<file path="config.mk">
export PLATFORM = sky130hd
export DESIGN_NAME = multifunction_shifter_16
export DESIGN_NICKNAME = d
export VERILOG_FILES = /design/src/rtl/multifunction_shifter_16.sv
export SDC_FILE = /design/constraint.sdc
export NUM_CORES = 1
export LEC_CHECK = 0
export ABC_AREA = 0
export CORE_MARGIN = 10
export CORE_UTILIZATION = 52
export DETAILED_ROUTE_END_ITERATION = 7
export HOLD_SLACK_MARGIN = 0.03
export PLACE_DENSITY = 0.81
export SYNTH_ARGS = -nofsm -noshare
export SYNTH_HDL_FRONTEND = slang
export SYNTH_SLANG_ARGS = --single-unit
</file>
<file path="constraint.sdc">
create_clock -name clk -period 3.12 [get_ports clk]
set_input_delay 0.936 -clock clk [delete_from_list [all_inputs] [get_ports clk]]
set_output_delay 0.936 -clock clk [all_outputs]
set_load 0.01 [all_outputs]
</file>
<file path="src/rtl/multifunction_shifter_16.sv">
// 16-bit bidirectional barrel rotator with a registered result.
// Left rotates reuse the right-rotate log shifter by reversing bit order on both sides.
module multifunction_shifter_16 (
  input  logic        clk,
  input  logic        rst,
  input  logic [15:0] a,
  input  logic [3:0]  amt,
  input  logic        lr,
  output logic [15:0] y
);

  localparam int unsigned W = 16;

  logic [W-1:0] rin_c;
  logic [W-1:0] s0_c;
  logic [W-1:0] s1_c;
  logic [W-1:0] s2_c;
  logic [W-1:0] s3_c;
  logic [W-1:0] r_c;

  function automatic logic [W-1:0] bitrev(input logic [W-1:0] v);
    logic [W-1:0] o;
    o = '0;
    for (int i = 0; i < int'(W); i++) begin
      o[i] = v[W-1-i];
    end
    return o;
  endfunction

  // Four right-rotate stages by 1, 2, 4 and 8 positions, each enabled by one amt bit.
  always_comb begin
    rin_c = lr ? bitrev(a) : a;
    s0_c  = amt[0] ? {rin_c[0],   rin_c[W-1:1]} : rin_c;
    s1_c  = amt[1] ? {s0_c[1:0],  s0_c[W-1:2]}  : s0_c;
    s2_c  = amt[2] ? {s1_c[3:0],  s1_c[W-1:4]}  : s1_c;
    s3_c  = amt[3] ? {s2_c[7:0],  s2_c[W-1:8]}  : s2_c;
    r_c   = lr ? bitrev(s3_c) : s3_c;
  end

  // Result register; reset wins over the data load.
  always_ff @(posedge clk) begin
    if (rst) begin
      y <= '0;
    end else begin
      y <= r_c;
    end
  end

endmodule

</file>
==> results of run 1 <==
## cell type report
type,instances,share of cell area
timing repair buffer,56,0.230
sequential,16,0.136
tap,46,0.0245
inverter,3,0.00479
clock buffer,3,0.00958
multi-input combinational,150,0.595
## kinds of logic after synthesis
family          after synthesis  share of synthesized area
xor+xnor                      1                    0.00479
buf+inv                      19                     0.0615
compound gates               61                      0.258
mux                          50                      0.390
flops                        16                      0.175
simple gates                 38                      0.110
## cells in the final DEF (no fill, tap or decap), types with 2 or more instances in the layout
master           netlist  routed
a211oi_2               2       2
a21o_1                 2       2
a21oi_1                2       2
a221oi_1               2       2
a22o_1                 2       2
a22oi_1                4       4
a32o_1                 4       4
buf_12                 0       2
buf_4                  1      16
clkbuf_4               0       3
clkdlybuf4s50_1        0      38
dfxtp_1               16      16
inv_1                  2       2
mux2_1                14      14
mux2_2                 4       4
mux2i_1               16      16
mux4_2                15      15
nand2_1                8       8
nand2b_1               5       5
nand3_1                2       2
nor2_1                12      12
nor2b_1                3       3
o21a_1                 2       2
o21ai_0                4       4
o21ai_1                2       2
o221ai_1               6       6
o22a_1                 2       2
o22ai_1               16      16
o311ai_1               4       4
o32ai_1                6       6
or2_2                  3       3
## metal layers
layer,vias up,GRT usage,share of wire
met3,12,0.0405,0.070
met4,0,0.0466,0.021
li1,862,-,-
met2,85,0.303,0.52
met1,890,0.205,0.38
met5,-,0,0
## critical path, cell delays in order
cell and delay, ns:
clkdlybuf4s50_1 0.53, buf_4 0.22, buf_4 0.22, mux2i_1 0.11, mux4_2 0.54, o221ai_1 0.22
o311ai_1 0.17, o22ai_1 0.21
## stage by stage
stage | total power (µW) | setup TNS [ns] | hold slack (ns)
after floorplan | 468 | 0 | 1.17
after global placement | 610 | -0.178 | 1.68
after detailed placement | 622 | -1.05 | 1.68
after CTS | 723 | 0 | 1.55
after global routing | 769 | 0 | 1.59
final | 724 | 0 | 1.57
## worst paths after layout
check	startpoint	to	slack, ns	cells past startpoint
setup / recovery	amt[0]	y[0]$_SDFF_PP0_	0.16	8
hold / removal	rst	y[10]$_SDFF_PP0_	1.57	3
## power by group through the flow
stage | registers [µW] | logic, µW | clock network [µW]
after floorplan | 251 | 217 | 0
after global placement | 238 | 372 | 0
after detailed placement | 238 | 383 | 0
after CTS | 234 | 385 | 105
after global routing | 236 | 416 | 116
final | 233 | 388 | 103
==> impl_metrics.ini, run 1 <==
[finish]
regMostFlops = y
largestRegisters = y x16
area_growth_syn_to_layout_pct = 28.4
final_nets = 253
register_area_um2 = 320
stdcell_count = 274
fin_util = 0.699
fillCellCount = 267
antenna_cells = 0
multi_input_area_mm2 = 0.00140
drive_gt1_frac = 0.211
fin_area_mm2 = 0.00235
largest_reg_flops = 16

[power]
p_leak_uw = 0.000853
p_sw_uw = 252
internal-power_uw = 472
clkPwrFrac = 0.142
power.density_mw_per_mm2 = 308
swShare = 0.348
p_comb_frac = 0.536
vdd_drop_max_mv = 0.234
power_frac_seq = 0.322

[place]
placed_cells = 271
dp_slack_ns = -0.0979
hpwl_mm = 4.42
place_area_mm2 = 0.00233
portBuffers = 38
gp_congestion = 0.885

[floorplan]
fp.dieH_um = 79.3
core_mm2 = 0.00336
dieArea_mm2 = 0.00629
rows = 21
start_util = 0.544
io_pins = 39
die_x_um = 79.3

[yosys]
netlist_top_cells_area = mux4_2, dfxtp_1, mux2i_1
synth-main-ff-cell = dfxtp_1
seq_area_frac_synth = 0.175
synth_top_area_share = 0.185
synth_common_cells = dfxtp_1, mux2i_1, o22ai_1, mux4_2, mux2_1
yosys_register_bits = 16
syn-cell-area_mm2 = 0.00183
synth_warnings = 0
synth_cell_types = 41
async_flop_share = 0
synth_top_area_cell = mux4_2
synth_cells = 185
avgSynthCellArea_um2 = 9.89
synth_edf_count = 0
synth_nets = 208

[grt]
grt_pass1_wl_mm = 8.93
track_usage = 0.173
grt_start_max_net_pins = 21
grt_overflow = 0
antenna_found_initial = 0
grt_pass1_vias = 1828

[timing]
max_freq_mhz = 337
setup_viol = 0
relSlewSlack = 0.719
hold_violations = 0
period_share = 0.950
setup_ws_ns = 0.155
worst_slew_pin_slew_ns = 0.422
drv_slew = 0
rsz0062_at_grt = no
min_period_ns = 2.96

[route]
vias = 1849
drtAntennaViolNets = 0
routed_wl_mm = 5.40
routedWlPerCell_um = 19.7
dr.pass1.iters = 4
drc = 0
drtIter0Drc = 209
via_per_inst = 6.75

[critical_path]
cp_max_fo = 12
critPathKind = in2reg
crit_arrival_ns = 3.16
cp-end-kind = flip-flop
crit_required_ns = 3.31
critPathLaunchType = input port

[cts]
cts.sinks = 16
clockBufferDepth = 2
htreeDepth = 1
post_cts_resized = 0
cts_tree = done
cts-root-buf = clkbuf_4
cts_buffers = 3
clk_pin_slew_worst_paths_ns = 0.08
cts_hold_buffers = 0
postCtsSetupRepairBufs = 0

[hold_path]
hp-class = in2reg

[status]
status = finished, final reports clean

[run]
max_cap_viol_count = 0
Power figures use the tool's default switching activity.
==> run 2, diff against run 1 <==
--- a/config.mk
+++ b/config.mk
@@ -9,8 +9,9 @@
 export CORE_MARGIN = 10
 export CORE_UTILIZATION = 52
 export DETAILED_ROUTE_END_ITERATION = 7
+export GPL_TIMING_DRIVEN = 0
 export HOLD_SLACK_MARGIN = 0.03
-export PLACE_DENSITY = 0.81
+export PLACE_DENSITY = 0.92
 export SYNTH_ARGS = -nofsm -noshare
 export SYNTH_HDL_FRONTEND = slang
 export SYNTH_SLANG_ARGS = --single-unit
==> impl_metrics.ini, run 2 (synthesis results as in run 1) <==
[finish]
stdcell_count = 270
register_area_um2 = 320
fin_area_mm2 = 0.00227
largest_reg_flops = 16
area_growth_syn_to_layout_pct = 24.1
largestRegisters = y x16
final_common_cell = clkdlybuf4s50_1
final_nets = 249
multi_input_area_mm2 = 0.00140
drive_gt1_frac = 0.188
fin_util = 0.676
regMostFlops = y
fillCellCount = 269
antenna_cells = 0
final_cell_mix = clkdlybuf4s50_1, mux2i_1, o22ai_1, dfxtp_1, mux4_2

[route]
vias = 1980
drtIter0Drc = 249
drc = 0
dr.pass1.iters = 6
via_per_inst = 7.33
drtAntennaViolNets = 0
routedWlPerCell_um = 22.0
routed_wl_mm = 5.94

[timing]
period_share = 0.944
worst_hold_slack_ns = 1.47
setup_viol = 0
worst_slew_pin_slew_ns = 0.627
hold_violations = 0
min_period_ns = 2.94
max_freq_mhz = 340
drv_slew = 0
relSlewSlack = 0.576
rsz0062_at_grt = no

[grt]
grt_start_max_net_pins = 11
grt_pass1_vias = 1929
track_usage = 0.186
antenna_found_initial = 0
grt_overflow = 0
grt_pass1_wl_mm = 9.48

[floorplan]
fp.dieH_um = 79.3
core_mm2 = 0.00336
die_x_um = 79.3
io_pins = 39
dieArea_mm2 = 0.00629
start_util = 0.544
rows = 21

[status]
status = finished, final reports clean

[cts]
clockBufferDepth = 2
cts_buffers = 3
htreeDepth = 1
post_cts_resized = 0
cts-root-buf = clkbuf_4
cts_tree = done
cts.sinks = 16
clk_pin_slew_worst_paths_ns = 0.08
cts_hold_buffers = 0
postCtsSetupRepairBufs = 0

[power]
p_sw_uw = 266
p_comb_frac = 0.527
power.density_mw_per_mm2 = 319
p_leak_uw = 0.000811
total_power_uw = 725
swShare = 0.367
power_frac_seq = 0.323
vdd_drop_max_mv = 0.239
internal-power_uw = 458
clkPwrFrac = 0.150

[place]
portBuffers = 36
place_area_mm2 = 0.00225
gp_congestion = 0.920
placed_cells = 267
hpwl_mm = 4.65

[critical_path]
cp-end-kind = flip-flop
critPathKind = in2reg
crit_arrival_ns = 3.10
critPathLaunchType = input port
cp_max_fo = 10
crit_required_ns = 3.28

[run]
max_cap_viol_count = 0

[hold_path]
hp-class = in2reg
run 2: changes by cell type in the layout (fill, tap and decap cells not counted), sizes merged:
cell           before  now
clkdlybuf4s50      38   36
clkbuf              3    8
buf                18   11
run 2: path summary, 6_finish.rpt:
check / startpoint / end / slack [ns] / cells after the start
hold / removal: rst / y[11]$_SDFF_PP0_ / 1.47 / 3
setup / recovery: amt[2] / y[1]$_SDFF_PP0_ / 0.18 / 9
run 2: per-layer routing:
layer | routed length, µm | track usage | share of wire | vias up
li1 | - | - | - | 845
met1 | 1990 | 0.204 | 0.33 | 933
met2 | 2990 | 0.312 | 0.50 | 153
met3 | 617 | 0.0495 | 0.10 | 49
met4 | 346 | 0.122 | 0.058 | 0
met5 | 0 | 0 | 0 | -
run 2: power by group through the flow:
stage / sequential, µW / clock (µW) / combinational [µW]
6_report: 234 / 108 / 382
5_1_grt: 237 / 122 / 403
3_3_place_gp: 237 / 0 / 356
3_5_place_dp: 239 / 0 / 372
2_1_floorplan: 251 / 0 / 217
4_1_cts: 234 / 109 / 372
run 2: layout make-up:
cell class              count  share of cell area
clock buffers               3             0.00991
plain buffers              16              0.0452
multi-input cells         150               0.615
well taps                  46              0.0253
inverters                   3             0.00496
repair buffers             36               0.159
flip-flops and latches     16               0.141
run 2: worst max-delay path: stages:
cell	delay [ns]
clkdlybuf4s50_1	0.59
buf_6	0.18
buf_6	0.15
buf_2	0.22
nand2_1	0.09
o22ai_1	0.31
o32ai_1	0.16
a221oi_1	0.29
o22ai_1	0.15
run 2: per-stage QoR:
step / setup WS [ns] / setup TNS [ns]
after floorplan: 0.636 / 0
after global placement: -0.178 / -1.64
after detailed placement: -0.237 / -2.73
after CTS: 0.0493 / 0
after global routing: 0.0980 / 0
final: 0.176 / 0
